[src/rtl/access_controller_if.sv]
// Access controller bus interface.
// Bundles the card-detector handshake, the whitelist write port and the
// controller status outputs.
//   master : card detector / host side (drives requests and writes)
//   slave  : access_controller side (drives unlock and status)
interface access_controller_if #(
  parameter int unsigned NUM_ENTRIES = 4
);
  localparam int unsigned IDX_W = (NUM_ENTRIES > 1) ? $clog2(NUM_ENTRIES) : 1;

  logic             start_auth;
  logic [31:0]      card_uid;
  logic             detection_error;
  logic             wl_we;
  logic [IDX_W-1:0] wl_idx;
  logic [31:0]      wl_uid;
  logic             wl_valid;

  logic             unlock;
  logic             auth_ok;
  logic             auth_fail;
  logic [IDX_W-1:0] match_idx;
  logic [7:0]       fail_count;
  logic             locked_out;
  logic             busy;

  modport master (
    output start_auth, card_uid, detection_error,
    output wl_we, wl_idx, wl_uid, wl_valid,
    input  unlock, auth_ok, auth_fail, match_idx, fail_count, locked_out, busy
  );

  modport slave (
    input  start_auth, card_uid, detection_error,
    input  wl_we, wl_idx, wl_uid, wl_valid,
    output unlock, auth_ok, auth_fail, match_idx, fail_count, locked_out, busy
  );
endinterface

[src/rtl/access_controller.sv]
// Card access controller.
// Compares a presented card UID against a small whitelist, one slot per
// cycle, and either grants (timed unlock) or denies. Consecutive denials
// are counted and trigger a timed lockout.
// Ports:
//   clk  - system clock, rising edge
//   rst  - asynchronous active-high reset
//   bus  - access_controller_if.slave (request, whitelist write, status)
//
// state   | meaning
// IDLE    | waiting for start_auth
// COMPARE | scanning whitelist slots, one per cycle
// GRANT   | unlock held for UNLOCK_CYCLES
// LOCKOUT | locked_out held for LOCKOUT_CYCLES
module access_controller #(
  parameter int unsigned NUM_ENTRIES    = 4,
  parameter int unsigned UNLOCK_CYCLES  = 1000,
  parameter int unsigned MAX_FAILS      = 3,
  parameter int unsigned LOCKOUT_CYCLES = 5000
) (
  input  logic clk,
  input  logic rst,
  access_controller_if.slave bus
);
  localparam int unsigned IDX_W = (NUM_ENTRIES > 1) ? $clog2(NUM_ENTRIES) : 1;

  typedef enum logic [1:0] {
    IDLE    = 2'd0,
    COMPARE = 2'd1,
    GRANT   = 2'd2,
    LOCKOUT = 2'd3
  } state_t;

  state_t           state;
  logic [31:0]      uid_q;
  logic [IDX_W-1:0] cmp_idx;
  logic [31:0]      timer;

  logic             unlock_q;
  logic             auth_ok_q;
  logic             auth_fail_q;
  logic [IDX_W-1:0] match_idx_q;
  logic [7:0]       fail_count_q;
  logic             locked_out_q;
  logic             busy_q;

  logic [31:0]            wl_uid_q [NUM_ENTRIES];
  logic [NUM_ENTRIES-1:0] wl_valid_q;

  // Valid bits need reset; UID storage does not, its contents only matter
  // once the matching valid bit has been written.
  always_ff @(posedge clk or posedge rst) begin
    if (rst) begin
      wl_valid_q <= '0;
    end else if (bus.wl_we) begin
      wl_valid_q[bus.wl_idx] <= bus.wl_valid;
    end
  end

  always_ff @(posedge clk) begin
    if (bus.wl_we) begin
      wl_uid_q[bus.wl_idx] <= bus.wl_uid;
    end
  end

  // Reads registered whitelist contents, so a write landing on the same edge
  // as a compare is not seen by that compare.
  logic       hit;
  logic       last_slot;
  logic [7:0] fail_next;

  assign hit       = wl_valid_q[cmp_idx] && (wl_uid_q[cmp_idx] == uid_q);
  assign last_slot = (cmp_idx == IDX_W'(NUM_ENTRIES - 1));
  assign fail_next = (fail_count_q == 8'hFF) ? 8'hFF : fail_count_q + 8'd1;

  always_ff @(posedge clk or posedge rst) begin
    if (rst) begin
      state        <= IDLE;
      uid_q        <= '0;
      cmp_idx      <= '0;
      timer        <= '0;
      unlock_q     <= 1'b0;
      auth_ok_q    <= 1'b0;
      auth_fail_q  <= 1'b0;
      match_idx_q  <= '0;
      fail_count_q <= '0;
      locked_out_q <= 1'b0;
      busy_q       <= 1'b0;
    end else begin
      auth_ok_q   <= 1'b0;
      auth_fail_q <= 1'b0;
      case (state)
        IDLE: begin
          if (bus.start_auth) begin
            uid_q   <= bus.card_uid;
            cmp_idx <= '0;
            state   <= COMPARE;
            busy_q  <= 1'b1;
          end
        end
        COMPARE: begin
          if (bus.detection_error) begin
            state  <= IDLE;
            busy_q <= 1'b0;
          end else if (hit) begin
            state        <= GRANT;
            match_idx_q  <= cmp_idx;
            fail_count_q <= '0;
            auth_ok_q    <= 1'b1;
            unlock_q     <= 1'b1;
            timer        <= UNLOCK_CYCLES - 1;
          end else if (last_slot) begin
            auth_fail_q  <= 1'b1;
            fail_count_q <= fail_next;
            if (32'(fail_next) >= MAX_FAILS) begin
              state        <= LOCKOUT;
              locked_out_q <= 1'b1;
              timer        <= LOCKOUT_CYCLES - 1;
            end else begin
              state  <= IDLE;
              busy_q <= 1'b0;
            end
          end else begin
            cmp_idx <= cmp_idx + IDX_W'(1);
          end
        end
        GRANT: begin
          if (timer == '0) begin
            state    <= IDLE;
            unlock_q <= 1'b0;
            busy_q   <= 1'b0;
          end else begin
            timer <= timer - 32'd1;
          end
        end
        LOCKOUT: begin
          if (timer == '0) begin
            state        <= IDLE;
            locked_out_q <= 1'b0;
            fail_count_q <= '0;
            busy_q       <= 1'b0;
          end else begin
            timer <= timer - 32'd1;
          end
        end
        default: begin
          state  <= IDLE;
          busy_q <= 1'b0;
        end
      endcase
    end
  end

  assign bus.unlock     = unlock_q;
  assign bus.auth_ok    = auth_ok_q;
  assign bus.auth_fail  = auth_fail_q;
  assign bus.match_idx  = match_idx_q;
  assign bus.fail_count = fail_count_q;
  assign bus.locked_out = locked_out_q;
  assign bus.busy       = busy_q;
endmodule

[src/flat_wrapper.sv]
// flat-port wrapper written by rule: the top's interface ports become plain ports
module access_controller_flat 
#(
  parameter int unsigned NUM_ENTRIES    = 4,
  parameter int unsigned UNLOCK_CYCLES  = 1000,
  parameter int unsigned MAX_FAILS      = 3,
  parameter int unsigned LOCKOUT_CYCLES = 5000
)
  (clk, rst, bus_start_auth, bus_card_uid, bus_detection_error, bus_wl_we, bus_wl_idx, bus_wl_uid, bus_wl_valid, bus_unlock, bus_auth_ok, bus_auth_fail, bus_match_idx, bus_fail_count, bus_locked_out, bus_busy);
  access_controller_if #(.NUM_ENTRIES(NUM_ENTRIES)) bus_i ();
  input  logic clk;
  input  logic rst;
  input wire logic [$bits(bus_i.start_auth)-1:0] bus_start_auth;
  input wire logic [$bits(bus_i.card_uid)-1:0] bus_card_uid;
  input wire logic [$bits(bus_i.detection_error)-1:0] bus_detection_error;
  input wire logic [$bits(bus_i.wl_we)-1:0] bus_wl_we;
  input wire logic [$bits(bus_i.wl_idx)-1:0] bus_wl_idx;
  input wire logic [$bits(bus_i.wl_uid)-1:0] bus_wl_uid;
  input wire logic [$bits(bus_i.wl_valid)-1:0] bus_wl_valid;
  output wire logic [$bits(bus_i.unlock)-1:0] bus_unlock;
  output wire logic [$bits(bus_i.auth_ok)-1:0] bus_auth_ok;
  output wire logic [$bits(bus_i.auth_fail)-1:0] bus_auth_fail;
  output wire logic [$bits(bus_i.match_idx)-1:0] bus_match_idx;
  output wire logic [$bits(bus_i.fail_count)-1:0] bus_fail_count;
  output wire logic [$bits(bus_i.locked_out)-1:0] bus_locked_out;
  output wire logic [$bits(bus_i.busy)-1:0] bus_busy;
  assign bus_i.start_auth = bus_start_auth;
  assign bus_i.card_uid = bus_card_uid;
  assign bus_i.detection_error = bus_detection_error;
  assign bus_i.wl_we = bus_wl_we;
  assign bus_i.wl_idx = bus_wl_idx;
  assign bus_i.wl_uid = bus_wl_uid;
  assign bus_i.wl_valid = bus_wl_valid;
  assign bus_unlock = bus_i.unlock;
  assign bus_auth_ok = bus_i.auth_ok;
  assign bus_auth_fail = bus_i.auth_fail;
  assign bus_match_idx = bus_i.match_idx;
  assign bus_fail_count = bus_i.fail_count;
  assign bus_locked_out = bus_i.locked_out;
  assign bus_busy = bus_i.busy;
  access_controller #(.NUM_ENTRIES(NUM_ENTRIES), .UNLOCK_CYCLES(UNLOCK_CYCLES), .MAX_FAILS(MAX_FAILS), .LOCKOUT_CYCLES(LOCKOUT_CYCLES)) u_core (.clk(clk), .rst(rst), .bus(bus_i));
endmodule
[config.mk]
export PLATFORM = sky130hd
export DESIGN_NAME = access_controller_flat
export DESIGN_NICKNAME = d
export VERILOG_FILES = /design/src/rtl/access_controller_if.sv /design/src/rtl/access_controller.sv /design/src/flat_wrapper.sv
export SDC_FILE = /design/constraint.sdc
export NUM_CORES = 1
export LEC_CHECK = 0
export BUFFER_PORTS_ARGS = -buffer_cell sky130_fd_sc_hd__buf_2
export CAP_MARGIN = 0
export CORE_ASPECT_RATIO = 2
export CORE_MARGIN = 4
export CORE_UTILIZATION = 39
export CTS_CLUSTER_SIZE = 40
export DETAILED_ROUTE_END_ITERATION = 10
export PLACE_DENSITY_LB_ADDON = 0.3
export SKIP_CTS_REPAIR_TIMING = 1
export SYNTH_ARGS = -nofsm -noshare
export SYNTH_HDL_FRONTEND = slang
export SYNTH_SLANG_ARGS = --single-unit
export TNS_END_PERCENT = 10
[constraint.sdc]
create_clock -name clk -period 5.7 [get_ports clk]
set_input_delay 0.285 -clock clk [delete_from_list [all_inputs] [get_ports clk]]
set_output_delay 0.285 -clock clk [all_outputs]
set_load 0.02 [all_outputs]
# [Word-level counts from Yosys, hierarchy flattened]
# Memory sizes are Yosys's and may differ from the RTL's.
# Cells that the tools add are included.
[word_totals] n_memories=1 ramBits=128 ff_bits=87 out_inout_bits=15 inputBits=72
[mem_list] memory="u_core.wl_uid_q" depth=4 width=32 rd=1 rd_clocked_by_memory_dff=0 wr=1 line="access_controller.sv:47" rtl="logic [31:0] wl_uid_q [NUM_ENTRIES];"
[op_classes] add_sub_neg=3 bitwise=1 mux=53 eq_ne=23 n_reduce_logical=18 n_lt_le_gt_ge=4
[ops] op="$mux W32" n=5
[ops] op="$pmux W32 S2" n=1
[ops] op="$mux W8" n=5
[ops] op="$eq A32 B32 Y1" n=1
[ops] op="$logic_not A32 Y1" n=1
[ops] op="$sub A32 B1 Y32 const B" n=1
[ops] op="$mux W1" n=23
[ops] op="$mux W2" n=10
[ops] op="$pmux W8 S2" n=1
[ops] op="$reduce_and A5 Y1" n=3
[ops] op="$ne A2 B1 Y1 const B" n=6
[ops] op="$ne A2 B2 Y1 const B" n=5
[ops] op="$add A8 B1 Y8 const B" n=1
[ops] op="$eq A8 B8 Y1 const B" n=1
[ops] op="$ge A8 B2 Y1 const B" n=1
[ops] op="$reduce_and A4 Y1" n=2
[ops] op="$reduce_bool A2 Y1" n=4
[ops] op="$eq A2 B2 Y1 const B" n=3
[ops] op="$lt A2 B3 Y1 const B" n=2
[ops] op="$ne A3 B1 Y1 const B" n=2
[ops] op="$ne A3 B3 Y1 const B" n=2
[ops] op="$pmux W2 S3" n=1
[ops] op="$reduce_and A3 Y1" n=2
[ops] op="$reduce_and A6 Y1" n=1
[ops] op="16 further kinds" n=18

# [Longest topological paths before layout]
[depth] depth_word=8 depth_mapped=12 ltp_nobuf=10

# [Least setup slack after synthesis]
# Ideal clock, no wire load.
[synth_path] path_type="input to register" start="in bus_wl_idx[0]" end="reg u_core.wl_valid_q[0]" t_required_ns=5.575 path_slack_ns=2.336 arrival_ns=3.239 setup_time_ns=0.125 cell_stages=2 cell_sequence="nor3b_1 -> mux2_2"
[synth_between] elab_chain_len=5 word_cells_on_any_way=6 cone_classes="2 x order compare; 3 x mux; 1 x reduce/logical"
[synth_rtl] element="start: declaration" line="flat_wrapper.sv:17" rtl="input wire logic [$bits(bus_i.wl_idx)-1:0] bus_wl_idx;"
[synth_rtl] element="$lt A2 B3 Y1 (implied by the code) / $ge A2 B1 Y1 (equally long branches)" line="access_controller.sv:56" rtl="wl_valid_q[bus.wl_idx] <= bus.wl_valid;"
[synth_rtl] element="$logic_and A1 B1 Y1 (implied by the code)" line="access_controller.sv:56"
[synth_rtl] element="$mux W1 (implied by the code)" line="access_controller.sv:56"
[synth_rtl] element="$demux W1 S2 (*)"
[synth_rtl] element="$bwmux W4 (*)" line="access_controller.sv:56"
[synth_rtl] element="end signal: indexed assignment" line="access_controller.sv:56"
[synth_rtl] element="end: declaration" line="access_controller.sv:48" rtl="logic [NUM_ENTRIES-1:0] wl_valid_q;"
# Every way passes the cells marked *; elsewhere a longest branch is shown, timed or not.
# A chain may end at the register's enable or synchronous reset.

# [Final worst setup path]
[layout_path] start="reg u_core.cmp_idx[1]" end="reg u_core.timer[6]"
[layout_between] elab_chain_len=6 word_cells_on_any_way=12 cone_classes="4 x eq/ne; 5 x mux; 2 x reduce/logical; 1 x memory"
[layout_rtl] element="start: declaration" line="access_controller.sv:36" rtl="logic [IDX_W-1:0] cmp_idx;"
[layout_rtl] element="start signal: assignment" line="access_controller.sv:124" rtl="cmp_idx <= cmp_idx + IDX_W'(1);"
[layout_rtl] element="$mem_v2 Z4 W32 / $bmux W1 S2 (equally long branches)"
[layout_rtl] element="$eq A32 B32 Y1 / $mux W1 (equally long branches)" line="access_controller.sv:72" rtl="assign hit = wl_valid_q[cmp_idx] && (wl_uid_q[cmp_idx] == uid_q);"
[layout_rtl] element="$logic_and A1 B1 Y1" line="access_controller.sv:72"
[layout_rtl] element="$mux W32" line="access_controller.sv:105" rtl="end else if (hit) begin"
[layout_rtl] element="$mux W32" line="access_controller.sv:102" rtl="if (bus.detection_error) begin"
[layout_rtl] element="$pmux W32 S2" line="access_controller.sv:92" rtl="case (state)"
[layout_rtl] element="end signal: assignment" line="access_controller.sv:111" rtl="timer <= UNLOCK_CYCLES - 1;"
[layout_rtl] element="end signal: assignment" line="access_controller.sv:118" rtl="timer <= LOCKOUT_CYCLES - 1;"
[layout_rtl] element="end signal: assignment" line="access_controller.sv:133" rtl="timer <= timer - 32'd1;"
[layout_rtl] element="end: declaration" line="access_controller.sv:37" rtl="logic [31:0] timer;"
# Parallel ways exist; a longest one is shown, timed or not. The select of a mux whose other input is x is not followed.

==> results.md <==
- Max-slew violation count: 0
- Largest net degree at the start of global routing: 63
- GRT Total Usage: 0.170
- Fin. Hold Viols: 0
- Initial DRC count: 229
- Status: finished clean
- Logic gate share of total power: 0.316
- Vias: 6068
- Clock transition at path regs: 70 ps
- Pwr Total: 5.13 mW
- Setup TNS: 0 ps
- Cell Rows: 81
- Placed Instance Area: 0.0105 mm^2
- Fmax: 0.248 GHz
- Number of max-cap violations: 0
- Fin area: 0.0113 mm^2
- Diodes inserted: 0
- Sw frac: 0.347
- Max clock buf depth: 3
- CTS Buf Count: 20
- Die Y: 231 um
- Cell area after synthesis: 0.00967 mm^2
- Die Wd: 119 um
- RSZ-0062 raised after global routing: false
- Antenna violations before repair: 0
- Die area: 0.0275 mm^2
- Mapped Cells: 660
- DR DRC count: 0
- Worst-path maximum fanout: 31
- Root Buffer: clkbuf_16
- Final Setup Violations: 0
- Post-synth ARST share: 0.405
- Area grow syn2layout: 16.9%
- Min Tclk post-route: 4030 ps
- H-tree lvl count: 1
- Avg Cell Area, Syn: 14.6 um^2
- Most common cell after layout, fill and taps aside: edfxtp_1
- Sequential share of the synthesized area: 0.623
- Number of clock sinks: 215
- Layout cell share with drive strength beyond 1: 0.296
- GRT Residual Overflow: 0
- Hpwl dp: 16000 um
- Kind of critical path: reg2reg
- Drt total wl: 23100 um
- PortBufs: 86
- Worst path required time: 6140 ps
- Initial Util: 0.396
- Post-synth EDFFs: 128
- Utilization after layout: 0.463
- Skew final: 25.9 ps
- Min Hold Slack: 3.17 ps
- Vias in the first global route: 6405
- Net switching power: 1.78 mW
- Clk pwr share: 0.254
- Internal power: 3.35 mW
- Slew headroom: 0.408
- Synth Register Bits: 215
- Count of cell types in the netlist: 72
- GPL Wtd Cong: 0.784
- Routed len/inst: 20.6 um
- Worst Hold Class: in2reg
- Commonest cells after routing, fill and taps aside: 128 x edfxtp_1, 86 x buf_2, 85 x dfrtp_1
- WP data arrival: 4470 ps
- Cell leakage power: 4.22 nW
- CTS tree: built
- Core ar.: 0.0244 mm^2
- Clock Latency Late Sink: 520 ps
- Critical path startpoint category: flop
- Peak supply drop: 0.000336 V
- Post-Synthesis Net Count: 735
- Predominant post-synthesis flop cell: edfxtp_1
- Crit share post-route: 0.708
- CP Capture Type: flop
- Slew of the pin with the lowest slew margin: 886 ps
- Nets: 848
- IO Pins: 87
- Power density cells: 454 mW/mm^2
- Drt first pass iters: 4
- Ys Warns: 0
- DR vias/cell: 5.42
- Seq pwr share: 0.430
- First-pass GRT wire length: 36300 um
- Final ANT Viol Nets: 0
[per-layer routing]
layer,vias up,GRT usage,share of wire
li1,2803,-,-
met1,3077,0.178,0.35
met2,141,0.335,0.58
met3,47,0.0206,0.035
met4,0,0.0696,0.039
met5,-,0,0
[synth_stat cells (all sizes together) (13+ instances only)]
library cell	number	share of area
buf	15	0.013
mux2i	13	0.013
nor2	27	0.011
nand4	16	0.011
nand3	14	0.0072
dfrtp	87	0.23
nor3	15	0.0088
mux2	39	0.045
nand2	31	0.012
clkbuf	14	0.0054
o21ai	26	0.013
mux4	31	0.073
xnor2	27	0.028
edfxtp	128	0.40
inv	14	0.0054
a21oi	22	0.011
[worst paths after layout]
check,startpoint,end,slack (ps),cells after the start
max in group asynchronous,rst,u_core.cmp_idx[0],4040,4
min in group asynchronous,rst,u_core.uid_q[21],330,3
worst min register to register,u_core.timer[22],u_core.timer[22],480,1
worst max-delay path,u_core.cmp_idx[1],u_core.timer[6],1670,8
worst min-delay path,bus_card_uid[25],u_core.uid_q[25],3,2
worst max register to register,u_core.cmp_idx[1],u_core.timer[6],1670,8
[cell families (layout without fill, tap and decap cells)]
family	count (synthesis)	count (layout)	share of synthesized area
AOI/OAI and AO/OA	119	119	0.0871
muxes	83	83	0.132
and+or+nand+nor	168	168	0.101
xor gates and xnor gates	28	28	0.0292
DFF	215	215	0.623
adders and majority gates	3	3	0.00388
buffers and inverters	44	171	0.0239
[per-stage QoR]
stage                     cells  worst slack (ps)
after floorplan             660              2340
after global routing       1119              1370
final                      1119              1670
after global placement     1062              1720
after CTS                  1098              1650
after detailed placement   1062              1650
[power groups by stage]
stage	sequential, mW	clock (mW)	combinational [mW]
3_3_place_gp	2.24	0	1.61
6_report	2.21	1.30	1.62
2_1_floorplan	2.10	0	1.29
3_5_place_dp	2.25	0	1.63
5_1_grt	2.25	1.40	1.77
4_1_cts	2.21	1.34	1.64
[critical path: stages (launching register included)]
cell and delay [ps]:
dfrtp_2 880, buf_4 400, mux4_2 350, xnor2_1 280
nand4_1 180, nor4_1 360, nand4_1 770, a221oi_1 520
a2bb2oi_1 200
[sequential cells by signal (all words and copies together) (netlist names), 2 cells and up]
signal / flops
u_core.wl_valid_q: 4
u_core.cmp_idx: 2
u_core.wl_uid_q: 128
u_core.timer: 32
u_core.bus.match_idx: 2
u_core.state: 2
u_core.uid_q: 32
u_core.bus.fail_count: 8
[area by class of cell]
cell class	count	area, um^2
clock buffers	23	512
clock inverters	13	121
fillers	2188	13100
inverters	15	57.6
multi-input cells	401	3430
flip-flops and latches	215	6020
well taps	332	415
repair buffers	120	738
Power figures use the tool's default switching activity.
